<file path="config.mk">
export PLATFORM = sky130hd
export DESIGN_NAME = arcade_input_decoder
export DESIGN_NICKNAME = d
export VERILOG_FILES = /design/src/rtl/arcade_input_decoder.sv
export SDC_FILE = /design/constraint.sdc
export NUM_CORES = 1
export LEC_CHECK = 0
export CAP_MARGIN = 20
export CORE_MARGIN = 2
export CORE_UTILIZATION = 49
export CTS_CLUSTER_SIZE = 28
export DETAILED_ROUTE_END_ITERATION = 8
export GPL_TIMING_DRIVEN = 0
export PLACE_DENSITY = 0.89
export SLEW_MARGIN = 5
export SYNTH_ARGS = -nofsm -noshare
export SYNTH_HDL_FRONTEND = slang
export SYNTH_SLANG_ARGS = --single-unit
</file>
<file path="constraint.sdc">
create_clock -name clk_sys -period 6.44 [get_ports clk_sys]
set_clock_uncertainty 0.1 [all_clocks]
set_input_delay 0.966 -clock clk_sys [delete_from_list [all_inputs] [get_ports clk_sys]]
set_output_delay 0.966 -clock clk_sys [all_outputs]
set_load 0.1 [all_outputs]
</file>
<file path="src/rtl/arcade_input_decoder.sv">
// arcade_input_decoder
//   Input-conditioning stage in front of the game core. Decodes hps_io PS/2
//   key events into per-key latches, merges them with both joystick words
//   and drives registered player controls, start lines and a coin line that
//   is stretched to a fixed COIN_PULSE_CYCLES-wide pulse.
//
//   Optional feature macro: ARCADE_INPUT_DECODER_AUTOFIRE_EN
//     When defined, adds the autofire_on input and a free-running square wave
//     (half-period AUTOFIRE_DIV cycles) that gates fire1/fire2 while
//     autofire_on is high. When undefined, fire outputs are the plain merge.
//
//   Latency: joystick change -> outputs on the next edge; PS/2 event ->
//   key latch on the next edge, outputs one edge later.
module arcade_input_decoder #(
  parameter int COIN_PULSE_CYCLES = 200000,
  parameter int AUTOFIRE_DIV      = 1200000
) (
  input  logic        clk_sys,
  input  logic        reset,
  input  logic [10:0] ps2_key,
  input  logic [15:0] joystick_0,
  input  logic [15:0] joystick_1,
`ifdef ARCADE_INPUT_DECODER_AUTOFIRE_EN
  input  logic        autofire_on,
`endif
  output logic        up1,
  output logic        down1,
  output logic        left1,
  output logic        right1,
  output logic        fire1,
  output logic        up2,
  output logic        down2,
  output logic        left2,
  output logic        right2,
  output logic        fire2,
  output logic        start1,
  output logic        start2,
  output logic        coin1
);

  // ---------------------------------------------------------------------
  // Key latch indices. Keys sharing an output line keep separate latches
  // so the line stays asserted while any of them is held.
  // ---------------------------------------------------------------------
  localparam int NK = 17;
  localparam logic [4:0] K_UP1     = 5'd0;
  localparam logic [4:0] K_DOWN1   = 5'd1;
  localparam logic [4:0] K_LEFT1   = 5'd2;
  localparam logic [4:0] K_RIGHT1  = 5'd3;
  localparam logic [4:0] K_FIRE1A  = 5'd4;
  localparam logic [4:0] K_FIRE1B  = 5'd5;
  localparam logic [4:0] K_START1A = 5'd6;
  localparam logic [4:0] K_START1B = 5'd7;
  localparam logic [4:0] K_START2A = 5'd8;
  localparam logic [4:0] K_START2B = 5'd9;
  localparam logic [4:0] K_COINA   = 5'd10;
  localparam logic [4:0] K_COINB   = 5'd11;
  localparam logic [4:0] K_UP2     = 5'd12;
  localparam logic [4:0] K_DOWN2   = 5'd13;
  localparam logic [4:0] K_LEFT2   = 5'd14;
  localparam logic [4:0] K_RIGHT2  = 5'd15;
  localparam logic [4:0] K_FIRE2   = 5'd16;

  // Coin stretcher states.
  localparam logic [1:0] S_IDLE     = 2'd0;
  localparam logic [1:0] S_PULSE    = 2'd1;
  localparam logic [1:0] S_WAIT_LOW = 2'd2;

  localparam int CW = $clog2(COIN_PULSE_CYCLES + 1);
  localparam logic [CW-1:0] COIN_LOAD = CW'(COIN_PULSE_CYCLES - 1);

  // Registered control lines (coin1 lives in the coin stretcher).
  typedef struct packed {
    logic up1;
    logic down1;
    logic left1;
    logic right1;
    logic fire1;
    logic up2;
    logic down2;
    logic left2;
    logic right2;
    logic fire2;
    logic start1;
    logic start2;
  } ctl_t;

  logic          armed_q, armed_d;
  logic          old_toggle_q, old_toggle_d;
  logic [NK-1:0] key_q, key_d;
  logic          key_hit;
  logic [4:0]    key_idx;
  logic          ext;
  logic [7:0]    scancode;
  logic [15:0]   jm;
  ctl_t          ctl_q, ctl_d;
  logic          coin_raw_q, coin_raw_d;
  logic          coin_prev_q, coin_prev_d;
  logic [1:0]    coin_state_q, coin_state_d;
  logic [CW-1:0] coin_cnt_q, coin_cnt_d;
  logic          coin1_q, coin1_d;
  logic          fire_gate;
  logic          unused_jm;

  assign ext      = ps2_key[8];
  assign scancode = ps2_key[7:0];
  assign jm       = joystick_0 | joystick_1;
  // Upper joystick bits carry no function on this core.
  assign unused_jm = ^jm[15:8];

  // Map {extended, scancode} to a key latch; bit 8 is ignored for the
  // player-1 directions and the X14 fire key.
  always_comb begin
    key_hit = 1'b0;
    key_idx = K_UP1;
    case (scancode)
      8'h75: begin key_hit = 1'b1; key_idx = K_UP1;     end
      8'h72: begin key_hit = 1'b1; key_idx = K_DOWN1;   end
      8'h6B: begin key_hit = 1'b1; key_idx = K_LEFT1;   end
      8'h74: begin key_hit = 1'b1; key_idx = K_RIGHT1;  end
      8'h14: begin key_hit = 1'b1; key_idx = K_FIRE1B;  end
      8'h29: begin key_hit = ~ext; key_idx = K_FIRE1A;  end
      8'h05: begin key_hit = ~ext; key_idx = K_START1A; end
      8'h16: begin key_hit = ~ext; key_idx = K_START1B; end
      8'h06: begin key_hit = ~ext; key_idx = K_START2A; end
      8'h1E: begin key_hit = ~ext; key_idx = K_START2B; end
      8'h2E: begin key_hit = ~ext; key_idx = K_COINA;   end
      8'h36: begin key_hit = ~ext; key_idx = K_COINB;   end
      8'h2D: begin key_hit = ~ext; key_idx = K_UP2;     end
      8'h2B: begin key_hit = ~ext; key_idx = K_DOWN2;   end
      8'h23: begin key_hit = ~ext; key_idx = K_LEFT2;   end
      8'h34: begin key_hit = ~ext; key_idx = K_RIGHT2;  end
      8'h1C: begin key_hit = ~ext; key_idx = K_FIRE2;   end
      default: begin key_hit = 1'b0; key_idx = K_UP1;   end
    endcase
  end

  // Arm on the first edge after reset, then decode one toggle event per edge.
  always_comb begin
    armed_d      = armed_q;
    old_toggle_d = old_toggle_q;
    key_d        = key_q;
    if (!armed_q) begin
      // Sync to whatever toggle level is present; never decode here.
      armed_d      = 1'b1;
      old_toggle_d = ps2_key[10];
    end else if (ps2_key[10] != old_toggle_q) begin
      old_toggle_d = ps2_key[10];
      if (key_hit) begin
        key_d[key_idx] = ps2_key[9];
      end
    end
  end

  // Event-detect and key latch state.
  always_ff @(posedge clk_sys or posedge reset) begin
    if (reset) begin
      armed_q      <= 1'b0;
      old_toggle_q <= 1'b0;
      key_q        <= '0;
    end else begin
      armed_q      <= armed_d;
      old_toggle_q <= old_toggle_d;
      key_q        <= key_d;
    end
  end

`ifdef ARCADE_INPUT_DECODER_AUTOFIRE_EN
  localparam int AW = $clog2(AUTOFIRE_DIV + 1);
  localparam logic [AW-1:0] AF_LAST = AW'(AUTOFIRE_DIV - 1);

  logic [AW-1:0] af_cnt_q, af_cnt_d;
  logic          af_phase_q, af_phase_d;

  // Free-running divider; the phase flips every AUTOFIRE_DIV cycles.
  always_comb begin
    af_cnt_d   = af_cnt_q + 1'b1;
    af_phase_d = af_phase_q;
    if (af_cnt_q == AF_LAST) begin
      af_cnt_d   = '0;
      af_phase_d = ~af_phase_q;
    end
    fire_gate = autofire_on ? af_phase_q : 1'b1;
  end

  // Autofire divider state; phase starts high so fire is live right away.
  always_ff @(posedge clk_sys or posedge reset) begin
    if (reset) begin
      af_cnt_q   <= '0;
      af_phase_q <= 1'b1;
    end else begin
      af_cnt_q   <= af_cnt_d;
      af_phase_q <= af_phase_d;
    end
  end
`else
  localparam logic unused_af_div = (AUTOFIRE_DIV > 0);
  assign fire_gate = 1'b1;
`endif

  // Merge key latches with the OR of both pads.
  always_comb begin
    ctl_d        = '0;
    ctl_d.up1    = key_q[K_UP1]    | jm[3];
    ctl_d.down1  = key_q[K_DOWN1]  | jm[2];
    ctl_d.left1  = key_q[K_LEFT1]  | jm[1];
    ctl_d.right1 = key_q[K_RIGHT1] | jm[0];
    ctl_d.fire1  = (key_q[K_FIRE1A] | key_q[K_FIRE1B] | jm[4]) & fire_gate;
    ctl_d.up2    = key_q[K_UP2]    | jm[3];
    ctl_d.down2  = key_q[K_DOWN2]  | jm[2];
    ctl_d.left2  = key_q[K_LEFT2]  | jm[1];
    ctl_d.right2 = key_q[K_RIGHT2] | jm[0];
    ctl_d.fire2  = (key_q[K_FIRE2] | jm[4]) & fire_gate;
    ctl_d.start1 = key_q[K_START1A] | key_q[K_START1B] | jm[5];
    ctl_d.start2 = key_q[K_START2A] | key_q[K_START2B] | jm[6];
    coin_raw_d   = key_q[K_COINA] | key_q[K_COINB] | jm[7];
    coin_prev_d  = coin_raw_q;
  end

  // Output register stage for control lines plus the coin request history.
  always_ff @(posedge clk_sys or posedge reset) begin
    if (reset) begin
      ctl_q       <= '0;
      coin_raw_q  <= 1'b0;
      coin_prev_q <= 1'b0;
    end else begin
      ctl_q       <= ctl_d;
      coin_raw_q  <= coin_raw_d;
      coin_prev_q <= coin_prev_d;
    end
  end

  // Coin stretcher: a rising request starts one fixed-width pulse; requests
  // during the pulse are ignored and a held request must drop before rearming.
  always_comb begin
    coin_state_d = coin_state_q;
    coin_cnt_d   = coin_cnt_q;
    coin1_d      = coin1_q;
    case (coin_state_q)
      S_IDLE: begin
        if (coin_raw_q && !coin_prev_q) begin
          coin_cnt_d   = COIN_LOAD;
          coin1_d      = 1'b1;
          coin_state_d = S_PULSE;
        end
      end
      S_PULSE: begin
        if (coin_cnt_q == '0) begin
          coin1_d      = 1'b0;
          coin_state_d = coin_raw_q ? S_WAIT_LOW : S_IDLE;
        end else begin
          coin_cnt_d = coin_cnt_q - 1'b1;
        end
      end
      S_WAIT_LOW: begin
        if (!coin_raw_q) begin
          coin_state_d = S_IDLE;
        end
      end
      default: begin
        coin1_d      = 1'b0;
        coin_state_d = S_IDLE;
      end
    endcase
  end

  // Coin stretcher state; reset aborts any pulse in flight.
  always_ff @(posedge clk_sys or posedge reset) begin
    if (reset) begin
      coin_state_q <= S_IDLE;
      coin_cnt_q   <= '0;
      coin1_q      <= 1'b0;
    end else begin
      coin_state_q <= coin_state_d;
      coin_cnt_q   <= coin_cnt_d;
      coin1_q      <= coin1_d;
    end
  end

  assign up1    = ctl_q.up1;
  assign down1  = ctl_q.down1;
  assign left1  = ctl_q.left1;
  assign right1 = ctl_q.right1;
  assign fire1  = ctl_q.fire1;
  assign up2    = ctl_q.up2;
  assign down2  = ctl_q.down2;
  assign left2  = ctl_q.left2;
  assign right2 = ctl_q.right2;
  assign fire2  = ctl_q.fire2;
  assign start1 = ctl_q.start1;
  assign start2 = ctl_q.start2;
  assign coin1  = coin1_q;

endmodule

</file>
Yosys cells after proc, flatten, opt, wreduce, memory -nomap -nowiden
Cells that the tools add are included.

operators by class
  $add $sub $neg = 1
  magnitude comparators = 2
  equality and inequality tests = 25
  multiplexer cells = 18
  bitwise logic cells = 20
  reductions and logical operators = 12

operator list
  cell                     number
  $pmux W5 S16             1
  $eq A8 B6 Y1 const B     7
  $mux W18                 2
  $pmux W18 S2             1
  $eq A8 B5 Y1 const B     4
  $eq A8 B7 Y1 const B     4
  $logic_not A18 Y1        1
  $sub A18 B1 Y18 const B  1
  $bwmux W17               1
  $or A1 B1 Y1             17
  $eq A8 B3 Y1 const B     2
  $reduce_and A3 Y1        4
  $reduce_or A12 Y1        1
  $mux W2                  4
  $ne A2 B2 Y1 const B     4
  $or A8 B8 Y8             1
  $lt A5 B6 Y1 const B     1
  $pmux W2 S3              1
  $demux W1 S5             1
  $ge A5 B1 Y1 const B     1
  $mux W1                  5
  $reduce_or A5 Y1         1
  $pmux W1 S3              1
  $eq A2 B1 Y1 const B     1
  other kinds (9)          11

storage, ports and cells
  register bits = 54
  output and inout bits = 13
  logic and storage cells = 98

Depth between registers and ports, before layout
  depth after elaboration = 7
  depth in mapped cells = 8
  gate-level depth less buffers = 8

Least setup slack after synthesis
OpenSTA, ideal clock, no wires.

  path type = in2reg
  start = in ps2_key[5]
  end = reg key_q[16]
  setup time = 0.128 ns
  data arrival time = 2.665 ns
  data required time = 6.212 ns
  path slack = 3.547 ns
  stages on the path = 7
  path through = buf_6 > or3b_4 > o22a_1 > o32ai_2 > o311ai_4 > nor4_2 > mux2_1

between the ends
  word-level cells in the longest chain between the ends = 7

RTL lines
  what                                                                       line  text
  start, declared                                                            20    input logic [10:0] ps2_key,
  $eq A8 B5 Y1, or another cell as far along                                 116   case (scancode)
  $pmux W5 S16                                                               116
  $lt A5 B6 Y1 (not written as such) / $ge A5 B1 Y1 (equally long branches)  150   key_d[key_idx] = ps2_key[9];
  $logic_and A1 B1 Y1 (not written as such)                                  150
  $mux W1 (not written as such)                                              150
  $demux W1 S5                                                               150
  $bwmux W17                                                                 150
  end signal, assigned                                                       164   key_q <= key_d;
  end, declared                                                              90    logic [NK-1:0] key_q, key_d;

Several ways; a longest one is shown, not always the timed one.
A chain may end at the register's enable or synchronous reset.

Worst setup path after layout
  start = in ps2_key[1]
  end = reg key_q[16]

Same word-level chain as after synthesis.

==> metrics <==
# Post-CTS Setup Buffers 0; WHS 311 ps; Hold Path Class flop to flop; setup slack after layout roughly 3100 ps; final hold vios 0; #FFs+latches synth 54; setup violators final 0; routed via count 2190; clk sink count 54; Max Transition Viols Final 0; clk root buf clkbuf_8; Pre-antenna DRT Iters 4; Initial DRC Count between 90 and 100; syn avg cell area ~11 µm²; status finished clean; fraction of layout cells with a size suffix above 1 between 10 and 15%; Final Net Count ~360; Seq/Total Area, Yosys about half; Post-synth EDFFs 0; area leader, netlist dfrtp_1; Die X around 80 µm; Pleak 0.00138 µW; most instantiated cells after synthesis 54 x dfrtp_1, 18 x nor2_1, 17 x mux2_2, 17 x nor3_1, 14 x nand2_1; Post-Route WL just under 6000 µm; post-synthesis cell type count 57; Die Footprint approximately 6400 µm²; GRT Total Usage around 20%; via/cell ratio approximately 5.7; # DRC 0; critical path peak fanout 10; Synth top area share between 40 and 50%; global-route wire length before repair between 10000 and 15000 µm; Net Count, Synth 308; DPL Wire Length between 4000 and 5000 µm; grt total ovfl 0; CTS resizes 0; Mapped Cells approximately 260; setup TNS 0 ps; PD cells between 200 and 250 nW/µm²; RSZ-0062 raised after global routing no; CTS Buffer Depth 2; IO buf count a little over 40; Avg WL per Cell 15.1 µm; pre-CTS WS roughly 2800 ps; # diodes 0; largest net degree at the start of global routing 42; CP Class input port to flop; number of antenna-violating nets in the routed design 0; mapped cell area 2810 µm²; critical path required time between 6000 and 7000 ps; cts hold-fix bufs 0; total clock buffers created by CTS 5; I/O pin total 58; initial antenna violation count 0; CTS H-tree lvls 2; crit path DAT 3440 ps; Ys Warns 0; Initial Utilization between 50% and 60%; Core Rows 27; Die Y around 80 µm; routability cong. roughly 0.9; synth-to-layout area growth 22.6%; Worst-path clk slew 100 ps; maximum clock rate 299 MHz; most common cell in the netlist dfrtp_1; Peak VDD IR 0.160 mV; ys flop type dfrtp_1; core area between 5000 and 6000 µm²; fin crit share 51.9%; worst slew pin tran 966 ps; crit end category flop; Final min period about 3300 ps; ys async rst share 100%; vias in the first global route ~2300; synth top area cells dfrtp_1 48%, mux2_2 6.8%, nor3_1 3.0%, or3_1 2.7%, nor2_1 2.4%; startpoint types input port; max cap viols 0; Clock Latency Late Sink 310 ps; CTS tree yes; Slew headroom approximately a third
[flip-flops by register name, summed over array words and instances (netlist names)]
name,cells
left2,1
key_q,17
up1,1
start2,1
right1,1
armed_q,1
fire1,1
down1,1
fire2,1
left1,1
right2,1
up2,1
coin_state_q,2
coin_cnt_q,18
down2,1
old_toggle_q,1
coin1,1
coin_prev_d,1
coin_prev_q,1
start1,1
[kinds of logic after synthesis]
logic type / count (synthesis) / share of synthesized area [%]
multiplexers: 19 / 7.56
XOR/XNOR: 13 / 4.54
AND/OR/NAND/NOR: 119 / 25.3
adder cells (fa/ha/maj): 1 / 0.445
flip-flops: 54 / 48.0
buffers and inverters: 16 / 2.80
AO/OA/AOI/OAI: 39 / 11.3
other: 1 / 0.133
[layout by cell type (no fill, tap or decap), types with 3 or more instances in the layout]
cell              n
nand3b_1          4
clkbuf_8          5
inv_1             6
nor3_1           17
a21oi_1           5
o211ai_1          5
nand2b_1          7
nand4_1           3
nor2b_1           8
nor2_1           18
nand2_1          14
nor3b_1           6
o21ai_0           9
clkbuf_1          3
mux2_2           17
nand3_1           5
or4_1             6
or3_1            12
nor4_1            5
xnor2_1           7
clkdlybuf4s50_1  41
buf_2             3
and3b_1           3
xor2_1            5
dfrtp_1          54
[layout make-up]
| type | count | area [µm²] |
|---|---|---|
| plain buffers | 9 | 52.6 |
| clock buffers | 5 | 68.8 |
| clock inverters | 3 | 47.5 |
| fillers | 458 | 2090 |
| inverters | 7 | 26.3 |
| multi-input cells | 192 | 1380 |
| flip-flops and latches | 54 | 1350 |
| well taps | 72 | 90.1 |
| repair buffers | 42 | 430 |
[critical path, cell delays in order]
cell and delay (ps):
clkdlybuf4s50_1 470, buf_4 160, nor2b_1 350, o2111ai_1 270
a31oi_1 380, o311ai_4 200, nor4_2 300, mux2_1 350
[path summary, 6_finish.rpt]
check                                   start             end  slack (ps)  depth (start not counted)
worst min-delay path              coin_prev_d     coin_prev_q         310                          0
worst max-delay path               ps2_key[1]       key_q[16]        3100                          8
min in group asynchronous               reset  coin_cnt_q[15]         810                          2
worst min register to register    coin_prev_d     coin_prev_q         310                          0
max in group asynchronous               reset          start2        4930                          3
worst max register to register  coin_cnt_q[4]  coin_cnt_q[17]        3800                          6
[per-layer routing]
layer  part of all wire [%]  track usage, %  vias up  wire length, µm
met5                      0               0        -                0
met4                    1.7            7.46        0               99
met3                    4.2            4.07       12              246
met2                     52            35.5       55             3040
met1                     42            24.7     1065             2420
li1                       -               -     1058                -
[metrics by stage]
| step | total power (µW) | utilization (%) | instance area [µm²] | std cells |
|---|---|---|---|---|
| 4_1_cts | 815 | 62.3 | 3450 | 384 |
| 6_report | 811 | 62.3 | 3450 | 384 |
| 3_5_place_dp | 584 | 60.2 | 3330 | 376 |
| 2_1_floorplan | 526 | - | 2810 | 262 |
| 5_1_grt | 851 | 62.3 | 3450 | 384 |
| 3_3_place_gp | 575 | 59.8 | 3310 | 375 |
[power breakdown]
| part | leakage, µW | switching [µW] | internal [µW] | total, µW |
|---|---|---|---|---|
| Clock | 0.0000587 | 114 | 118 | 232 |
| Combinational | 0.000676 | 102 | 71.7 | 173 |
| Sequential | 0.000648 | 32.0 | 374 | 406 |
Power figures use the tool's default switching activity.
